### config.mk
export PLATFORM = sky130hd
export DESIGN_NAME = rtn_xbar_ch_sched
export DESIGN_NICKNAME = d
export VERILOG_FILES = /design/src/rtl/rtn_xbar_ch_sched.sv
export SDC_FILE = /design/constraint.sdc
export NUM_CORES = 1
export LEC_CHECK = 0
export ABC_AREA = 1
export CAP_MARGIN = 40
export CORE_MARGIN = 1
export CORE_UTILIZATION = 52
export CTS_CLUSTER_DIAMETER = 50
export CTS_CLUSTER_SIZE = 20
export DETAILED_ROUTE_END_ITERATION = 16
export PLACE_DENSITY = 0.85
export RECOVER_POWER = 100
export SLEW_MARGIN = 15
export SYNTH_ARGS = -nofsm -noshare
export SYNTH_HDL_FRONTEND = slang
export SYNTH_SLANG_ARGS = --single-unit
### constraint.sdc
create_clock -name clk -period 3.6 [get_ports clk]
set_clock_uncertainty 0.2 [all_clocks]
set_input_delay 0.54 -clock clk [delete_from_list [all_inputs] [get_ports clk]]
set_output_delay 0.54 -clock clk [all_outputs]
set_load 0.005 [all_outputs]
### src/rtl/rtn_xbar_ch_sched.sv
// rtn_xbar_ch_sched: per-channel return-crossbar scheduler.
// Picks one of four bank response buffers round-robin and holds that grant
// until the channel accepts the beat, then pops the granted bank. Back-to-back
// grants keep the channel at one beat per cycle. proto_err flags a bank that
// drops its request while it is being held.
// Optional feature: define RTN_XBAR_SCHED_AGE_EN to add per-bank wait counters
// that restrict selection to banks that have waited AGE_LIMIT cycles or more.
module rtn_xbar_ch_sched #(
    parameter int NUM_BANK  = 4,
    parameter int AGE_W     = 4,
    parameter int AGE_LIMIT = 8
) (
    input  logic                clk,
    input  logic                rst,
    input  logic                sched_en,
    input  logic [NUM_BANK-1:0] bank_req_valid,
    input  logic [NUM_BANK-1:0] bank_req_more,
    input  logic                ch_rsp_ready,
    output logic                ch_rsp_valid,
    output logic [NUM_BANK-1:0] grant_1hot,
    output logic [1:0]          grant_bank_id,
    output logic [NUM_BANK-1:0] bank_pop,
    output logic                proto_err
);

    typedef enum logic {IDLE, HOLD} state_t;

    state_t              state_q, state_d;
    logic [NUM_BANK-1:0] gnt_q, gnt_d;
    logic [1:0]          ptr_q, ptr_d;
    logic                proto_err_q;

    logic                hold;
    logic                handshake;
    logic [1:0]          sel_ptr;
    logic [NUM_BANK-1:0] elig;
    logic [NUM_BANK-1:0] cand;
    logic [NUM_BANK-1:0] pick;

    // An AGE_LIMIT beyond the counter range could never be reached.
    if (AGE_LIMIT > (2 ** AGE_W) - 1) begin : g_age_limit_unreachable
    end

    // First set bit of req at or above ptr, wrapping 3 -> 0.
    function automatic logic [3:0] rr_pick(input logic [3:0] req, input logic [1:0] ptr);
        logic [3:0] sel;
        logic [1:0] idx;
        sel = 4'b0000;
        for (int k = 3; k >= 0; k--) begin
            idx = ptr + 2'(k);
            if (req[idx]) sel = 4'b0001 << idx;
        end
        return sel;
    endfunction

    // One-hot to binary; zero input encodes to 0.
    function automatic logic [1:0] onehot_idx(input logic [3:0] oh);
        logic [1:0] idx;
        idx = 2'd0;
        for (int k = 0; k < 4; k++) begin
            if (oh[k]) idx = 2'(k);
        end
        return idx;
    endfunction

    assign hold          = (state_q == HOLD);
    assign handshake     = hold & ch_rsp_ready;
    assign ch_rsp_valid  = hold;
    assign grant_1hot    = hold ? gnt_q : '0;
    assign grant_bank_id = onehot_idx(grant_1hot);
    assign bank_pop      = handshake ? gnt_q : '0;
    assign proto_err     = proto_err_q;

    // After a pop the search starts just past the bank that was served.
    assign sel_ptr = handshake ? onehot_idx(gnt_q) + 2'd1 : ptr_q;

    // A bank being popped stays eligible only if it holds another entry.
    assign elig = sched_en ? (bank_req_valid & ~(bank_pop & ~bank_req_more)) : '0;

`ifdef RTN_XBAR_SCHED_AGE_EN
    localparam logic [AGE_W-1:0] AGE_LIM = AGE_W'(AGE_LIMIT);

    logic [NUM_BANK-1:0][AGE_W-1:0] age_q;
    logic [NUM_BANK-1:0]            aged;

    // Count cycles each bank waits with a request up; saturate at all ones.
    always_ff @(posedge clk or posedge rst) begin
        if (rst) begin
            age_q <= '0;
        end else begin
            for (int i = 0; i < NUM_BANK; i++) begin
                if (!bank_req_valid[i] || bank_pop[i]) begin
                    age_q[i] <= '0;
                end else if (age_q[i] != '1) begin
                    age_q[i] <= age_q[i] + 1'b1;
                end
            end
        end
    end

    // Aged banks, if any, take over the candidate set.
    always_comb begin
        aged = '0;
        for (int i = 0; i < NUM_BANK; i++) begin
            aged[i] = elig[i] && (age_q[i] >= AGE_LIM);
        end
    end

    assign cand = (aged != '0) ? aged : elig;
`else
    assign cand = elig;
`endif

    assign pick = rr_pick(cand, sel_ptr);

    // Grant, pointer and state registers.
    always_ff @(posedge clk or posedge rst) begin
        if (rst) begin
            state_q <= IDLE;
            gnt_q   <= '0;
            ptr_q   <= 2'd0;
        end else begin
            state_q <= state_d;
            gnt_q   <= gnt_d;
            ptr_q   <= ptr_d;
        end
    end

    // Next-state logic: load a grant from idle, chain grants on handshake.
    always_comb begin
        state_d = state_q;
        gnt_d   = gnt_q;
        ptr_d   = ptr_q;
        case (state_q)
            IDLE: begin
                if (elig != '0) begin
                    gnt_d   = pick;
                    state_d = HOLD;
                end
            end
            HOLD: begin
                if (ch_rsp_ready) begin
                    ptr_d = sel_ptr;
                    if (elig != '0) begin
                        gnt_d = pick;
                    end else begin
                        gnt_d   = '0;
                        state_d = IDLE;
                    end
                end
            end
            default: begin
                state_d = IDLE;
                gnt_d   = '0;
            end
        endcase
    end

    // Sticky error when the held bank withdraws its request before its pop.
    always_ff @(posedge clk or posedge rst) begin
        if (rst) begin
            proto_err_q <= 1'b0;
        end else if (hold && ((bank_req_valid & gnt_q) == '0)) begin
            proto_err_q <= 1'b1;
        end
    end

endmodule

==> impl_metrics.ini, run 1 <==
[outcome]
outcome = complete, but fails checks
violations = design-rule violations

[routing]
drc_errors = 1
met2WireLength_mm = 1.02
wl_met1_mm = 1.11
vias = 1002
viasPerCell = 5.30
antenna_left = 0
met3_length_um = 126
top_layer = met4
dr.pass1.iters = 10
first_iter_violations = 45
wl_per_cell_um = 12.2
drt_wl_total_mm = 2.31

[final_layout]
multi_input_area_um2 = 598
final_cell_area_um2 = 1180
finalNetCount = 195
num_antenna_cells = 0
seq_area_um2 = 200
fillers = 139
instances_no_fill = 189
area_delta_synth_final_pct = 27.6
drive_above_1_share = 0.0867

[place]
io_buffers = 23
hpwl_mm = 1.87
pre_cts_ws_ns = 0.565
post_dp_cell_area_um2 = 1170
dp.cells = 186
place.gp.congestion = 0.910

[critical_path]
r2r_slack_ns = 0.99
startpoint_type = primary input
end_kind = output pin
crit_type = in2out
path_common_cell = dlygate4sd3_1
critical_path.max_stage_delay_ns = 0.62
critPathArrivalTime_ns = 2.29
crit_fanout = 10
crit_required_ns = 2.86
cp_cell_sequence = dlygate4sd3_1 > nand2_1 > nor2_1 > dlygate4sd3_1
cp_slowest_cell = dlygate4sd3_1
reg2reg_from = ch_rsp_valid$_DFF_PP0_
startpoint = ch_rsp_ready

[pwr]
power.density_nw_per_um2 = 714
ir_worst_vdd_uv = 498
p_leak_nw = 0.670

[sta]
slew_viol_final = 0
rsz0062_at_grt = false
tightest_slew_ns = 0.558
setup_violations = 0
setup-tns-final_ns = 0
fin_crit_sh = 0.842
fmax_mhz = 330
postLayoutSetupSlackWorst_ns = 0.570
slew_headroom = 0.626
min_period_ns = 3.03
hold_slack_ns = 0.263
finalHoldViolations = 0

[hold_path]
hold_path.class = reg2reg
min_from = proto_err$_DFFE_PP0P_

[global_routing]
grt_pass1_wl_mm = 3.93
antenna_found_initial = 0
grt_overflow = 0
grt_util_all_layers = 0.276
grt_max_degree = 11
grt_pass1_vias = 887

[synthesis]
ys_types = 21
yosys_most_used_dff = dfrtp_1
synthArstFlopShare = 1.00
synth_area_per_cell_um2 = 6.24
syn_area_um2 = 923
synth_edf_count = 0
ys_ff_latch = 8
ys.warnings.count = 0
postSynthCellCount = 148
seq_area_frac_synth = 0.217
synth.net_count = 168

[clocking]
clockBufferDepth = 2
root_buffer = clkbuf_4
cts_tree = built
clkLatencyLatePin_ns = 0.26
cts.sinks = 8
numCtsBuffers = 3
cts_hold_buf = 0
path_clk_slew_ns = 0.05
cts_resized = 0
htree_levels = 1
post-cts-setup-buffers = 0

[floorplanning]
die_y_um = 44.1
start_util = 0.586
pin_count = 24
rows = 14
coreArea_um2 = 1580
dieArea_um2 = 1950
fp.dieW_um = 44.1

[run]
maxCapViolations = 0
[per-layer routing]
metal | vias up | track usage
met5 | - | 0
met4 | 0 | 0.127
met3 | 5 | 0.0327
met2 | 27 | 0.415
met1 | 455 | 0.394
li1 | 515 | -
[cell usage in the layout, fill, tap and decap left out]
master,synthesis,final
inv_2,3,3
clkbuf_4,0,3
o21ai_0,1,1
o21ai_4,2,2
o21ai_1,1,1
nand3_4,1,1
nand3_1,16,16
a41o_1,1,1
inv_1,24,24
o21bai_1,1,1
nand4_1,3,3
clkdlybuf4s50_1,0,10
a21oi_1,10,10
dlygate4sd3_1,0,13
nor2_1,2,4
ha_1,8,8
o21ai_2,1,1
dfrtp_1,8,8
nand2_2,3,3
nand2_1,57,58
inv_4,1,1
nand2_4,2,1
[state kept, by name, indices dropped and copies added (netlist names)]
register,count
gnt_q,4
ptr_q,2
ch_rsp_valid,1
proto_err,1
[critical path, delay by kind of cell]
kind                   cells  cell delay, ns
AND/OR/NAND/NOR            2            0.53
buffers and inverters      2            1.22
[Yosys cell counts, types with 2 or more instances]
cell type	instances	area share
nand2_1	57	0.23
inv_1	24	0.098
nand3_1	16	0.087
a21oi_1	10	0.054
dfrtp_1	8	0.22
ha_1	8	0.11
inv_2	3	0.012
nand2_2	3	0.020
nand4_1	3	0.020
nand2_4	2	0.024
nor2_1	2	0.0081
nor2_2	2	0.014
o21ai_4	2	0.035
[final timing paths]
path / endpoint / cells past startpoint
worst min-delay path: proto_err$_DFFE_PP0P_ / 1
min in group asynchronous: gnt_q[2]$_DFFE_PP0P_ / 2
max in group asynchronous: gnt_q[1]$_DFFE_PP0P_ / 2
worst max register to register: gnt_q[2]$_DFFE_PP0P_ / 12
worst max-delay path: bank_pop[0] / 4
worst min register to register: proto_err$_DFFE_PP0P_ / 1
[cell type report]
type	instances	share of cell area
multi-input combinational	111	0.507
timing repair buffer	23	0.195
sequential	8	0.170
inverter	28	0.0913
clock buffer	3	0.0191
tap	16	0.0170
[logic make-up after synthesis]
group / share of synthesized area
buffers and inverters: 0.122
adder cells (fa/ha/maj): 0.108
AND/OR/NAND/NOR: 0.424
AO/OA/AOI/OAI: 0.129
flip-flops: 0.217
[report_power, final]
| part | internal (mW) | switching [mW] |
|---|---|---|
| Sequential | 0.119 | 0.0362 |
| Clock | 0.0382 | 0.0307 |
| Combinational | 0.234 | 0.383 |
| Total | 0.392 | 0.450 |
[through the flow]
step | utilization | power [mW]
after global placement | 0.741 | 0.761
after floorplan | - | 0.591
final | 0.748 | 0.841
after CTS | 0.756 | 0.854
after detailed placement | 0.741 | 0.780
after global routing | 0.748 | 0.927
Power figures use the tool's default switching activity.
==> inputs of run 2 (changes only) <==
- CORE_UTILIZATION: 52 -> 48
- PLACE_DENSITY: 0.85 -> 0.8
- clock period: 3.6 -> 2.88 ns (I/O delays scaled with it)
==> run 2 against run 1 <==
Effect of this change:
- the flow now finishes without violations
- cell area up 2.5%
- register-to-register slack worse by 0.49 ns
- non-clock buffer count up 2
- clock power up 16%
- critical endpoint is now gnt_q[3]$_DFFE_PP0P_
- via count down 1.9%
- routed wire length down 0.95%
- sequential share of layout area down 0.42 points
==> impl_metrics.ini, run 2 (synthesized netlist as in run 1, its figures left out) <==
[outcome]
outcome = finished, final reports clean

[final_layout]
fillers = 176
final_cell_area_um2 = 1210
largest_reg_flops = 4
drive_above_1_share = 0.0971
final_cell_mix = 57 x nand2_1, 24 x inv_1, 16 x nand3_1
multi_input_area_um2 = 606
top_regs = gnt_q: 4 flops, ptr_q: 2 flops
num_antenna_cells = 0
seq_area_um2 = 200
final_core_util = 0.685
finalNetCount = 197
final_common_cell = nand2_1
area_delta_synth_final_pct = 30.9
top_register = gnt_q

[critical_path]
crit_fanout = 10
critPathArrivalTime_ns = 2.56
startpoint_type = primary input
reg2reg_from = ch_rsp_valid$_DFF_PP0_
end_kind = flip-flop
reg2reg_depth = 12
crit_type = in2reg
regToRegEndpoint = gnt_q[3]$_DFFE_PP0P_
r2r_slack_ns = 0.50
crit_required_ns = 2.81

[global_routing]
antenna_found_initial = 0
grt_max_degree = 11
grt_util_all_layers = 0.237
grt_overflow = 0
grt_pass1_vias = 899
grt_pass1_wl_mm = 3.68

[routing]
wl_per_cell_um = 11.4
dr.pass1.iters = 4
viasPerCell = 4.92
vias = 983
antenna_left = 0
first_iter_violations = 21
drt_wl_total_mm = 2.28
drc_errors = 0

[sta]
fin_crit_sh = 0.913
rsz0062_at_grt = false
postLayoutSetupSlackWorst_ns = 0.250
hold_slack_ns = 0.273
min_period_ns = 2.63
setup_violations = 0
tightest_slew_ns = 0.532
setup-tns-final_ns = 0
slew_headroom = 0.646
fmax_mhz = 380
finalHoldViolations = 0
slew_viol_final = 0

[clocking]
cts_resized = 0
numCtsBuffers = 3
cts.sinks = 8
clockBufferDepth = 2
clkLatencyLatePin_ns = 0.24
htree_levels = 1
cts_tree = built
path_clk_slew_ns = 0.05
root_buffer = clkbuf_4
post-cts-setup-buffers = 0
cts_hold_buf = 0

[floorplanning]
die_y_um = 45.9
fp.dieW_um = 45.9
pin_count = 24
rows = 15
coreArea_um2 = 1760
dieArea_um2 = 2100
start_util = 0.523

[hold_path]
whs_endpoint = proto_err$_DFFE_PP0P_
whs_path_depth = 1
hold_path.class = reg2reg
min_from = proto_err$_DFFE_PP0P_

[place]
post_dp_cell_area_um2 = 1190
pre_cts_ws_ns = 0.0436
hpwl_mm = 1.95
io_buffers = 23
place.gp.congestion = 0.876

[pwr]
p_leak_nw = 0.679
power.density_nw_per_um2 = 866
ir_worst_vdd_uv = 542

[run]
maxCapViolations = 0
[run 2: changes by cell type in the layout (fill, tap and decap cells not counted), sizes merged]
cell	change
buf	+1
clkbuf	+1
[run 2: worst max path at each step]
| stage | from | endpoint | slack [ns] | cells after the start |
|---|---|---|---|---|
| after global placement | ch_rsp_ready | gnt_q[0]$_DFFE_PP0P_ | 0.18 | 13 |
| final | ch_rsp_ready | gnt_q[3]$_DFFE_PP0P_ | 0.25 | 13 |
| after detailed placement | ch_rsp_ready | gnt_q[3]$_DFFE_PP0P_ | 0.04 | 13 |
| after global routing | ch_rsp_ready | gnt_q[3]$_DFFE_PP0P_ | 0.12 | 16 |
| after CTS | ch_rsp_ready | gnt_q[3]$_DFFE_PP0P_ | 0.31 | 13 |
| after floorplan | ch_rsp_valid$_DFF_PP0_ | gnt_q[0]$_DFFE_PP0P_ | 0.66 | 12 |
[run 2: layout make-up]
type                            count  share of cell area
Clock buffer                        3              0.0186
Timing Repair Buffer               25               0.200
Inverter                           28              0.0890
Sequential cell                     8               0.166
Multi-Input combinational cell    111               0.501
Tap cell                           25              0.0259
[run 2: metrics by stage]
stage,instances,power [mW]
final,200,1.05
after CTS,200,1.07
after detailed placement,197,0.989
after global routing,200,1.15
after global placement,197,0.959
after floorplan,148,0.739
[run 2: routing by layer]
layer	up-vias	track usage	share of wire
met4	0	0.0706	0.014
met2	26	0.408	0.49
met1	437	0.316	0.47
met3	4	0.0119	0.033
li1	516	-	-
met5	-	0	0
[run 2: where the power goes]
part	total, mW	internal, mW	switching (mW)	leakage [nW]
Clock	0.0797	0.0473	0.0324	0.0138
Sequential	0.198	0.149	0.0484	0.0941
Combinational	0.770	0.295	0.475	0.571
Total	1.05	0.491	0.556	0.679
[run 2: worst max-delay path: stages]
cell and delay, ns:
dlygate4sd3_1 0.62, nand2_4 0.12, inv_4 0.11, nand3_4 0.09
nand2_4 0.13, inv_2 0.08, ha_1 0.35, o21ai_2 0.26
inv_2 0.08, nand3_1 0.09, nand2_1 0.05, nand2_1 0.07
nand2_1 0.06
==> inputs of run 3 (changes only) <==
- clock period: 2.88 -> 3 ns (I/O delays scaled with it)
==> run 3 against run 2 <==
Effect of this change:
- sequential cell count stayed put
- die area unchanged
- worst setup slack gained 0.042 ns
- via count is 5.0% higher
- first-iteration DRC count rose by 120%
- non-clock buffer count fell by 1
- sequential share of layout area grew 0.10 points
- sequential power decreased by 5%
- critical path depth down 9
- register-to-register slack gained 0.12 ns
- power is 3.7% lower
- clock power down 1%
==> impl_metrics.ini, run 3 (synthesized netlist as in run 1, its figures left out) <==
[pwr]
p_leak_nw = 0.673
ir_worst_vdd_uv = 561
power.total_mw = 1.01
power.density_nw_per_um2 = 839

[final_layout]
final_cell_area_um2 = 1200
largest_reg_flops = 4
finalNetCount = 196
area_delta_synth_final_pct = 30.1
top_register = gnt_q
drive_above_1_share = 0.0920
final_common_cell = nand2_1
fillers = 169
top_regs = gnt_q: 4 flops, ptr_q: 2 flops
final_cell_mix = 57 x nand2_1, 24 x inv_1, 16 x nand3_1
num_antenna_cells = 0

[hold_path]
min_from = proto_err$_DFFE_PP0P_
whs_path_depth = 1
hold_path.class = reg2reg
whs_endpoint = proto_err$_DFFE_PP0P_

[place]
place.gp.congestion = 0.866
hpwl_mm = 2.01
post_dp_cell_area_um2 = 1190
io_buffers = 23

[global_routing]
grt_overflow = 0
grt_pass1_vias = 881
grt_max_degree = 11
grt_pass1_wl_mm = 3.79
antenna_found_initial = 0
grt_util_all_layers = 0.251

[floorplanning]
rows = 15
fp.dieW_um = 45.9
pin_count = 24
coreArea_um2 = 1760
dieArea_um2 = 2100
die_y_um = 45.9
start_util = 0.523

[clocking]
cts_resized = 0
cts_hold_buf = 0
post-cts-setup-buffers = 0
clockBufferDepth = 2
path_clk_slew_ns = 0.05
numCtsBuffers = 3
cts.sinks = 8
root_buffer = clkbuf_4
clkLatencyLatePin_ns = 0.25
htree_levels = 1
cts_tree = built

[critical_path]
critical_path.max_stage_delay_ns = 0.66
critPathArrivalTime_ns = 2.06
regToRegEndpoint = gnt_q[3]$_DFFE_PP0P_
cp_slowest_cell = dlygate4sd3_1
critPathTopFamily = buffers and inverters
startpoint_type = primary input
path_common_cell = dlygate4sd3_1
reg2reg_depth = 12
reg2reg_from = ch_rsp_valid$_DFF_PP0_
crit_type = in2out
cp.depth = 4
crit_fanout = 10
crit_required_ns = 2.35
crit_buf_inv = 2
cp_cell_sequence = dlygate4sd3_1 > nand2_4 > nor2_1 > dlygate4sd3_1
end_kind = output pin
r2r_slack_ns = 0.62

[routing]
viasPerCell = 5.19
antenna_left = 0
wl_per_cell_um = 12.1
vias = 1032
first_iter_violations = 47
drt_wl_total_mm = 2.41
dr.pass1.iters = 4
drc_errors = 0

[sta]
slew_headroom = 0.633
slew_viol_final = 0
fin_crit_sh = 0.903
rsz0062_at_grt = false
min_period_ns = 2.71
finalHoldViolations = 0
setup-tns-final_ns = 0
tightest_slew_ns = 0.547
fmax_mhz = 369
setup_violations = 0

[run]
maxCapViolations = 0

[outcome]
outcome = finished, final reports clean
-- run 3: area by class of cell --
type                    count  area, um2  share of cell area
multi-input cells         111        606               0.504
clock buffers               3       22.5              0.0188
repair buffers             24        234               0.195
well taps                  25       31.3              0.0260
flip-flops and latches      8        200               0.167
inverters                  28        108              0.0896
-- run 3: where the power goes --
part           total (mW)  switching (mW)  leakage [nW]  internal (mW)
Combinational       0.741           0.460         0.566          0.281
Sequential          0.188          0.0450        0.0941          0.143
Clock              0.0788          0.0333        0.0138         0.0455
Total                1.01           0.538         0.673          0.470
-- run 3: worst register-to-register path, cell delays in order, from the launching register on --
cell,delay [ns]
dfrtp_1,0.53
nand2_4,0.16
inv_4,0.12
nand3_4,0.10
nand2_4,0.12
inv_2,0.08
ha_1,0.35
o21ai_2,0.26
inv_2,0.09
nand3_1,0.09
nand2_1,0.06
nand2_1,0.07
nand2_1,0.05
-- run 3: through the flow --
stage               hold slack (ns)   util  setup slack, ns  cells
floorplan                    0.0657      -            0.777    148
global placement              0.272  0.673            0.212    196
detailed placement            0.264  0.673            0.118    196
CTS                           0.250  0.686            0.386    199
global route                  0.301  0.681            0.131    199
finish                        0.264  0.681            0.292    199
-- run 3: routing by layer --
| metal | wire, um | track usage | up-vias |
|---|---|---|---|
| met5 | 0 | 0 | - |
| met3 | 114 | 0.0357 | 8 |
| met1 | 1040 | 0.313 | 477 |
| met4 | 61 | 0.129 | 0 |
| li1 | - | - | 512 |
| met2 | 1190 | 0.414 | 35 |
-- run 3: worst max-delay path by stage --
stage | start | endpoint
after floorplan | ch_rsp_valid$_DFF_PP0_ | gnt_q[0]$_DFFE_PP0P_
after global placement | ch_rsp_ready | gnt_q[0]$_DFFE_PP0P_
after detailed placement | ch_rsp_ready | gnt_q[0]$_DFFE_PP0P_
after CTS | ch_rsp_ready | gnt_q[0]$_DFFE_PP0P_
after global routing | ch_rsp_ready | gnt_q[3]$_DFFE_PP0P_
final | ch_rsp_ready | bank_pop[0]
